--- src/rtl/cpu_pkg.sv ---
// Shared boot-loader types and constants: FSM state encoding and stream framing widths.
package cpu_pkg;

    localparam int unsigned HDR_BYTES = 4;
    localparam int unsigned BYTE_W    = 8;
    localparam int unsigned WORD_W    = 32;
    localparam int unsigned BCNT_W    = $clog2(HDR_BYTES);
    localparam int unsigned CNT_W     = WORD_W + 1;

    typedef enum logic [2:0] {
        ST_LEN,
        ST_DATA,
        ST_WRITE,
        ST_CHECK,
        ST_DONE,
        ST_ERR
    } boot_state_e;

endpackage

--- src/rtl/byte_packer.sv ---
// Assembles a little-endian 32-bit word from accepted bytes; flags the byte that completes it.
module byte_packer
    import cpu_pkg::*;
(
    input  logic              clk,
    input  logic              rst,
    input  logic              byte_valid,
    input  logic [BYTE_W-1:0] byte_data,
    output logic [WORD_W-1:0] word_c,
    output logic              word_done_c
);

    logic [BCNT_W-1:0]        cnt;
    logic [WORD_W-BYTE_W-1:0] lo;

    // Earlier bytes shift down so byte 0 ends up in the least significant lane.
    always_ff @(posedge clk or negedge rst) begin
        if (!rst) begin
            cnt <= '0;
            lo  <= '0;
        end else if (byte_valid) begin
            cnt <= cnt + BCNT_W'(1);
            lo  <= {byte_data, lo[WORD_W-BYTE_W-1:BYTE_W]};
        end
    end

    assign word_c      = {byte_data, lo};
    assign word_done_c = byte_valid && (cnt == BCNT_W'(HDR_BYTES - 1));

endmodule

--- src/rtl/boot_loader.sv ---
// Byte-stream boot loader: count header, N LE words written to memory, CPU held in reset until done.
// Optional trailing XOR checksum byte enabled by `define BOOT_LOADER_CHECKSUM_EN.
module boot_loader
    import cpu_pkg::*;
#(
    parameter int unsigned ADDR_W    = 10,
    parameter int unsigned BASE_ADDR = 0
) (
    input  logic              clk,
    input  logic              rst,
    input  logic              in_valid,
    input  logic [BYTE_W-1:0] in_data,
    output logic              in_ready,
    output logic              mem_we,
    output logic [ADDR_W-1:0] mem_addr,
    output logic [WORD_W-1:0] mem_wdata,
    output logic              cpu_rst,
    output logic              done,
    output logic              err
);

    localparam int unsigned       REM_W     = ADDR_W + 1;
    localparam logic [CNT_W-1:0]  MAX_WORDS = CNT_W'(1) << ADDR_W;
    localparam logic [ADDR_W-1:0] BASE      = ADDR_W'(BASE_ADDR);

    boot_state_e       state;
    logic              accept;
    logic [WORD_W-1:0] word_c;
    logic              word_done_c;
    logic [REM_W-1:0]  remaining;
    logic [ADDR_W-1:0] addr_ptr;
`ifdef BOOT_LOADER_CHECKSUM_EN
    logic [BYTE_W-1:0] csum;
`endif

    assign accept = in_valid & in_ready;

    byte_packer u_packer (
        .clk         (clk),
        .rst         (rst),
        .byte_valid  (accept),
        .byte_data   (in_data),
        .word_c      (word_c),
        .word_done_c (word_done_c)
    );

    always_ff @(posedge clk or negedge rst) begin
        if (!rst) begin
            state     <= ST_LEN;
            in_ready  <= 1'b0;
            mem_we    <= 1'b0;
            mem_addr  <= BASE;
            mem_wdata <= '0;
            cpu_rst   <= 1'b1;
            done      <= 1'b0;
            err       <= 1'b0;
            remaining <= '0;
            addr_ptr  <= BASE;
`ifdef BOOT_LOADER_CHECKSUM_EN
            csum      <= '0;
`endif
        end else begin
            mem_we <= 1'b0;
            case (state)
                ST_LEN: begin
                    in_ready <= 1'b1;
                    if (word_done_c) begin
                        if (word_c == '0) begin
`ifdef BOOT_LOADER_CHECKSUM_EN
                            state    <= ST_CHECK;
`else
                            state    <= ST_DONE;
                            in_ready <= 1'b0;
                            done     <= 1'b1;
                            cpu_rst  <= 1'b0;
`endif
                        end else if ({1'b0, word_c} > MAX_WORDS) begin
                            state    <= ST_ERR;
                            in_ready <= 1'b0;
                            err      <= 1'b1;
                        end else begin
                            state     <= ST_DATA;
                            remaining <= REM_W'(word_c);
                        end
                    end
                end
                ST_DATA: begin
`ifdef BOOT_LOADER_CHECKSUM_EN
                    if (accept) csum <= csum ^ in_data;
`endif
                    if (word_done_c) begin
                        state     <= ST_WRITE;
                        in_ready  <= 1'b0;
                        mem_we    <= 1'b1;
                        mem_addr  <= addr_ptr;
                        mem_wdata <= word_c;
                        addr_ptr  <= addr_ptr + ADDR_W'(1);
                        remaining <= remaining - REM_W'(1);
                    end
                end
                ST_WRITE: begin
                    if (remaining != '0) begin
                        state    <= ST_DATA;
                        in_ready <= 1'b1;
                    end else begin
`ifdef BOOT_LOADER_CHECKSUM_EN
                        state    <= ST_CHECK;
                        in_ready <= 1'b1;
`else
                        state    <= ST_DONE;
                        done     <= 1'b1;
                        cpu_rst  <= 1'b0;
`endif
                    end
                end
`ifdef BOOT_LOADER_CHECKSUM_EN
                // Single trailing byte must equal the XOR of every payload byte.
                ST_CHECK: begin
                    if (accept) begin
                        in_ready <= 1'b0;
                        if (in_data == csum) begin
                            state   <= ST_DONE;
                            done    <= 1'b1;
                            cpu_rst <= 1'b0;
                        end else begin
                            state <= ST_ERR;
                            err   <= 1'b1;
                        end
                    end
                end
`endif
                default: begin
                    in_ready <= 1'b0;
                end
            endcase
        end
    end

endmodule

--- config.mk ---
export PLATFORM = sky130hd
export DESIGN_NAME = boot_loader
export DESIGN_NICKNAME = d
export VERILOG_FILES = /design/src/rtl/cpu_pkg.sv /design/src/rtl/byte_packer.sv /design/src/rtl/boot_loader.sv
export SDC_FILE = /design/constraint.sdc
export NUM_CORES = 1
export LEC_CHECK = 0
export ABC_AREA = 1
export BUFFER_PORTS_ARGS = -buffer_cell sky130_fd_sc_hd__buf_4
export CORE_MARGIN = 4
export CORE_UTILIZATION = 60
export CTS_CLUSTER_DIAMETER = 80
export CTS_CLUSTER_SIZE = 8
export DETAILED_ROUTE_END_ITERATION = 16
export PLACE_DENSITY = 0.83
export SYNTH_ARGS = -nofsm -noshare
export SYNTH_HDL_FRONTEND = slang
export SYNTH_SLANG_ARGS = --single-unit
export TNS_END_PERCENT = 1
--- constraint.sdc ---
create_clock -name clk -period 4.65 [get_ports clk]
set_clock_uncertainty 0.2 [all_clocks]
set_input_delay 0.6975 -clock clk [delete_from_list [all_inputs] [get_ports clk]]
set_output_delay 0.6975 -clock clk [all_outputs]
set_load 0.01 [all_outputs]
After elaboration in Yosys (flattened, before gate mapping) --
Index checks and enable logic that the tools add are counted.
Storage, ports and cells: input bits 11, register bits 97
Cells by class: reduce and logical (&&, ||, !) cells 13, bitwise operators 2, mux-type cells 27, add/sub/neg operators 3, eq/ne operators 10, $lt $le $gt $ge 1
Operator list (number):
- 11-bit two-way mux | 4
- 32-bit by 11-bit > comparator with 1-bit output, second input constant | 1
- 32-bit logical NOT | 1
- 11-bit case mux with 2 select lines | 1
- 3-bit two-way mux | 5
- 1-bit two-way mux | 13
- 11-bit nonzero test | 1
- 11-bit by 1-bit subtractor with 11-bit output, second input constant | 1
- 10-bit by 1-bit adder with 10-bit output, second input constant | 1
- 2-bit != test, second input constant | 5
- 3-bit case mux with 3 select lines | 1
- 4-bit AND reduction | 2
- 5-bit AND reduction | 1
- 2-bit by 1-bit != test with 1-bit output, second input constant | 2
- 1-bit case mux with 2 select lines | 2
- 2-bit AND reduction | 2
- 2-bit nonzero test | 2
- 3-bit by 1-bit == test with 1-bit output, second input constant | 1
- 3-bit by 2-bit == test with 1-bit output, second input constant | 1
- 3-bit logical NOT | 1
- 1-bit case mux with 3 select lines | 1
- 3-bit AND reduction | 1
- 3-bit nonzero test | 1
- 2-bit by 1-bit adder with 2-bit output, second input constant | 1
- 4 further kinds | 4

Depth between registers and ports, before layout --
depth in word-level cells 5, mapped depth 12, gate-level depth less buffers 11

Hierarchy --
From an unflattened synthesis, not the netlist that was laid out.
Unflattened totals: cells, all modules 560, area total of the unflattened synthesis 4558.1 um^2
By module, submodules not included:
- boot_loader | times used 1, cells an instance 438, area an instance 3404.5 um^2, sequential area each 1778.0 um^2
- byte_packer | times used 1, cells an instance 122, area an instance 1153.6 um^2, sequential area each 650.6 um^2

Worst setup path before layout --
OpenSTA, ideal clock, no wires.
path type input to register, start in in_data[2], end reg remaining[5], setup time 117 ps, path buffers 1, slack 2725 ps, data arrival time 1608 ps, cell stages on the path 11, path through inv_1 -> nand2_1 -> nor2_1 -> nand2_1 -> nor2_1 -> nand3_1 -> nand2_1 -> nand2_1 -> buf_6 -> nand2_1 -> nand2_1
Between the ends: longest elaborated chain between the ends 3, elaborated cells on any way between the ends 5
RTL lines:
- start, declared | RTL line boot_loader.sv:12 | input logic [BYTE_W-1:0] in_data,
- 32-bit by 11-bit > comparator with 1-bit output or 32-bit logical NOT (tied branches) | RTL line boot_loader.sv:77, boot_loader.sv:68
- 2-bit != test (no line)
- 5-bit AND reduction (no line) *
- end signal, assigned | RTL line boot_loader.sv:83 | remaining <= REM_W'(word_c);
- end signal, assigned | RTL line boot_loader.sv:98 | remaining <= remaining - REM_W'(1);
- end, declared | RTL line boot_loader.sv:30 | logic [REM_W-1:0] remaining;
Every way passes the cells marked *; elsewhere a longest branch is shown, timed or not. A chain may end at the register's enable or synchronous reset.

Final worst setup path --
start reg state[2], end reg remaining[2]
Between the ends: longest elaborated chain between the ends 3, elaborated cells on any way between the ends 9
RTL lines:
- start, declared | RTL line boot_loader.sv:26 | boot_state_e state;
- start signal, assigned | RTL line boot_loader.sv:49 | state <= ST_LEN;
- start signal, assigned | RTL line boot_loader.sv:72 | state <= ST_DONE;
- start signal, assigned | RTL line boot_loader.sv:78 | state <= ST_ERR;
- 3-bit by 1-bit == test with 1-bit output or 3-bit logical NOT (tied branches) | RTL line boot_loader.sv:64 | case (state)
- 2-bit by 1-bit != test with 1-bit output (no line) (tied with other cells)
- 5-bit AND reduction (no line)
Several ways; a longest one is shown, not always the timed one.

==> impl_results.md <==
* Status: complete, no violations
* NetSw at 307 uW
* Sw frac at 0.224
* Yosys warnings at 0
* Max-cap violations at 0
* WS Path Type: register to register
* Placement row count at 30
* Drt via density at between 5 and 6
* Actual slew at the worst max-slew pin at 0.880 ns
* P per Cell Area at 278 nW/um^2
* Unrepaired setup endpoints after global routing: false
* Sequential fraction of the synthesis area at 0.568
* Yosys reg bits at a little under 100
* Worst-path maximum fanout at 13
* Syn nets at slightly above 500
* Vias at roughly 3400
* Commonest non-fill, non-tap cell in the layout: nand2_1
* Post-Syn Instances at between 500 and 600
* DP HPWL at around 6600 um
* Largest net degree at the start of global routing at 72
* Flop pwr share at 0.615
* Mapped cell area at approximately 4300 sq um
* TNS Setup at 0 ns
* Wirelength per Cell at approximately 14 um
* Ant. Diodes at 0
* Commonest non-fill, non-tap cells in the layout: nand2_1 (164), dfrtp_1 (96), o21ai_0 (72)
* Initial antenna violation count at 0
* Layout fillers at between 500 and 600
* Clk_lat worst skew at between 0.3 and 0.4 ns
* H-tree Lvls at 3
* Worst hold path class: input port to async pin
* Post-CTS Resized at 0
* Worst slew margin at 0.413
* Total Die Area at between 8000 and 9000 sq um
* Tcrit/Tclk final at 0.534
* Initial core utilization at 0.623
* Root buffer cell: clkbuf_8
* Synth Area in Compound Gates at 0.0994
* Syn_area_per_cell at around 8.5 sq um
* Seq. cell area at 2430 sq um
* Comb pwr share at 0.019
* Setup violations, final at 0
* Pre-CTS setup slack at 1.95 ns
* GPL Wtd Cong at approximately 0.8
* Max Freq at about 400 MHz
* Share of cells above drive strength 1 at 0.154
* Int Pwr at ~1100 uW
* Antenna Violating Nets Remaining at 0
* Initial drt markers at approximately 180
* Boundary Pins at 58
* Max-slew violations at 0
* Leakage power at approximately 0.0026 uW
* Post-synthesis mux area share at 0.00263
* Synth Area in Adders at 0.00877
* Critical Path RT at roughly 4.7 ns
* Nets at around 570
* Final Hold Violating Endpoints at 0
* CP Capture Type: register
* Die span in x at 92.5 um
* CP startpoint kind: register
* Sink Count at just under 100
* Worst vdd ir at around 160 uV
* Synth cell types at 30
* First-pass DRT Iterations at 4
* Height of the die at ~90 um
* Tmin final at around 2.5 ns
* CTS tree: done
* Crit path DAT at roughly 2.5 ns
* Reg clk slew, reported paths at approximately 0.09 ns
* Clock share of power at 0.365
* Footprint of the multi-input gates at approximately 1600 sq um
* First-pass GRT wire length at between 15000 and 20000 um
* DRT Wirelength at 9040 um
* Post-Synth Simple-Gate Area at 0.228
* Vias in the first global route at between 3000 and 4000
* Xor/xnor share of the synthesized area at 0.0246
* Hold-fix buffers, CTS at 0
* DRC viols at 0
* Core area at roughly 6900 sq um
* Final setup margin at roughly 2.2 ns
* Syn-to-layout area delta at 15.1%
* Power, Total at between 1000 and 1500 uW
* Max clock buf depth at 2
* Post-CTS Setup Inserts at 0
* Largest family of logic cells by synthesized area: simple AND/OR/NAND/NOR gates
* Port bufs at 57
* CTS buffer count at 9
* Total congestion overflow at 0
* GRT Total Usage at 0.230
## layer usage
metal | vias up | share of wire | global-route usage
li1 | 1674 | - | -
met2 | 96 | 0.50 | 0.385
met4 | 0 | 0.023 | 0.0978
met3 | 18 | 0.047 | 0.0422
met5 | - | 0 | 0
met1 | 1633 | 0.43 | 0.295
## stage by stage
| step | std cells | hold slack, ns | util | cell area, sq um |
|---|---|---|---|---|
| after CTS | 655 | 0.267 | 0.717 | 4930 |
| after detailed placement | 639 | 0.246 | 0.691 | 4740 |
| after global routing | 655 | 0.285 | 0.717 | 4930 |
| after floorplan | 503 | 0.202 | - | 4280 |
| after global placement | 639 | 0.244 | 0.691 | 4740 |
| final | 655 | 0.234 | 0.717 | 4930 |
## power groups by stage
stage	sequential, uW	combinational (uW)	clock, uW
3_5_place_dp	860	27.5	0
5_1_grt	843	31.2	550
3_3_place_gp	860	27.1	0
4_1_cts	843	27.6	510
6_report	843	26.5	500
2_1_floorplan	860	3.22	0
## layout make-up
| type | count | area share |
|---|---|---|
| multi-input combinational | 336 | 0.316 |
| clock buffer | 11 | 0.0287 |
| tap | 96 | 0.0244 |
| inverter | 50 | 0.0384 |
| sequential | 97 | 0.493 |
| clock inverter | 5 | 0.00813 |
| timing repair buffer | 60 | 0.0914 |
## cell usage after synthesis, drive strengths merged
master / instances / share of area
nand2: 165 / 0.14
nand3b: 1 / 0.0018
mux2: 1 / 0.0026
inv: 49 / 0.043
dfstp: 1 / 0.0061
dfrtp: 96 / 0.56
a21o: 1 / 0.0018
nor3: 4 / 0.011
a21boi: 3 / 0.0053
nand3: 23 / 0.027
or2: 1 / 0.0015
buf: 10 / 0.016
ha: 3 / 0.0088
clkinv: 1 / 0.0012
o21bai: 2 / 0.0035
o21ai: 72 / 0.084
nand4: 2 / 0.0044
xor2: 7 / 0.014
a21oi: 4 / 0.0047
nor2: 42 / 0.037
xnor2: 5 / 0.010
clkbuf: 10 / 0.0088
## critical path: stages, from the launching register on
cell and delay (ns):
dfrtp_1 0.47, nor3_4 0.48, nand2_2 0.29, nand2_1 0.39, nand2_1 0.34, nand2_1 0.15
nand2_1 0.06
## cell families (layout without fill, tap and decap cells)
kind of cell,after synthesis,in the layout
simple gates,238,238
fa+ha+maj,3,3
compound gates,82,82
buf+inv,70,126
flops,97,97
mux,1,1
xor+xnor,12,12
## registers in the layout (all words and copies together) (netlist names)
name          flops
u_packer.lo      24
err               1
addr_ptr         10
remaining        11
mem_we            1
mem_addr         10
done              1
in_ready          1
state             3
mem_wdata        32
u_packer.cnt      2
cpu_rst           1
## worst paths after layout
kind,from,to,slack (ns),cells past startpoint
max,state[2],remaining[2],2.17,6
max in group asynchronous,rst,mem_wdata[18],3.12,2
min in group clk,done,done,0.26,1
max reg2reg,state[2],remaining[2],2.17,6
min reg2reg,done,done,0.26,1
min,rst,mem_addr[3],0.23,1
Note: power is estimated with default switching activity, not from simulation.
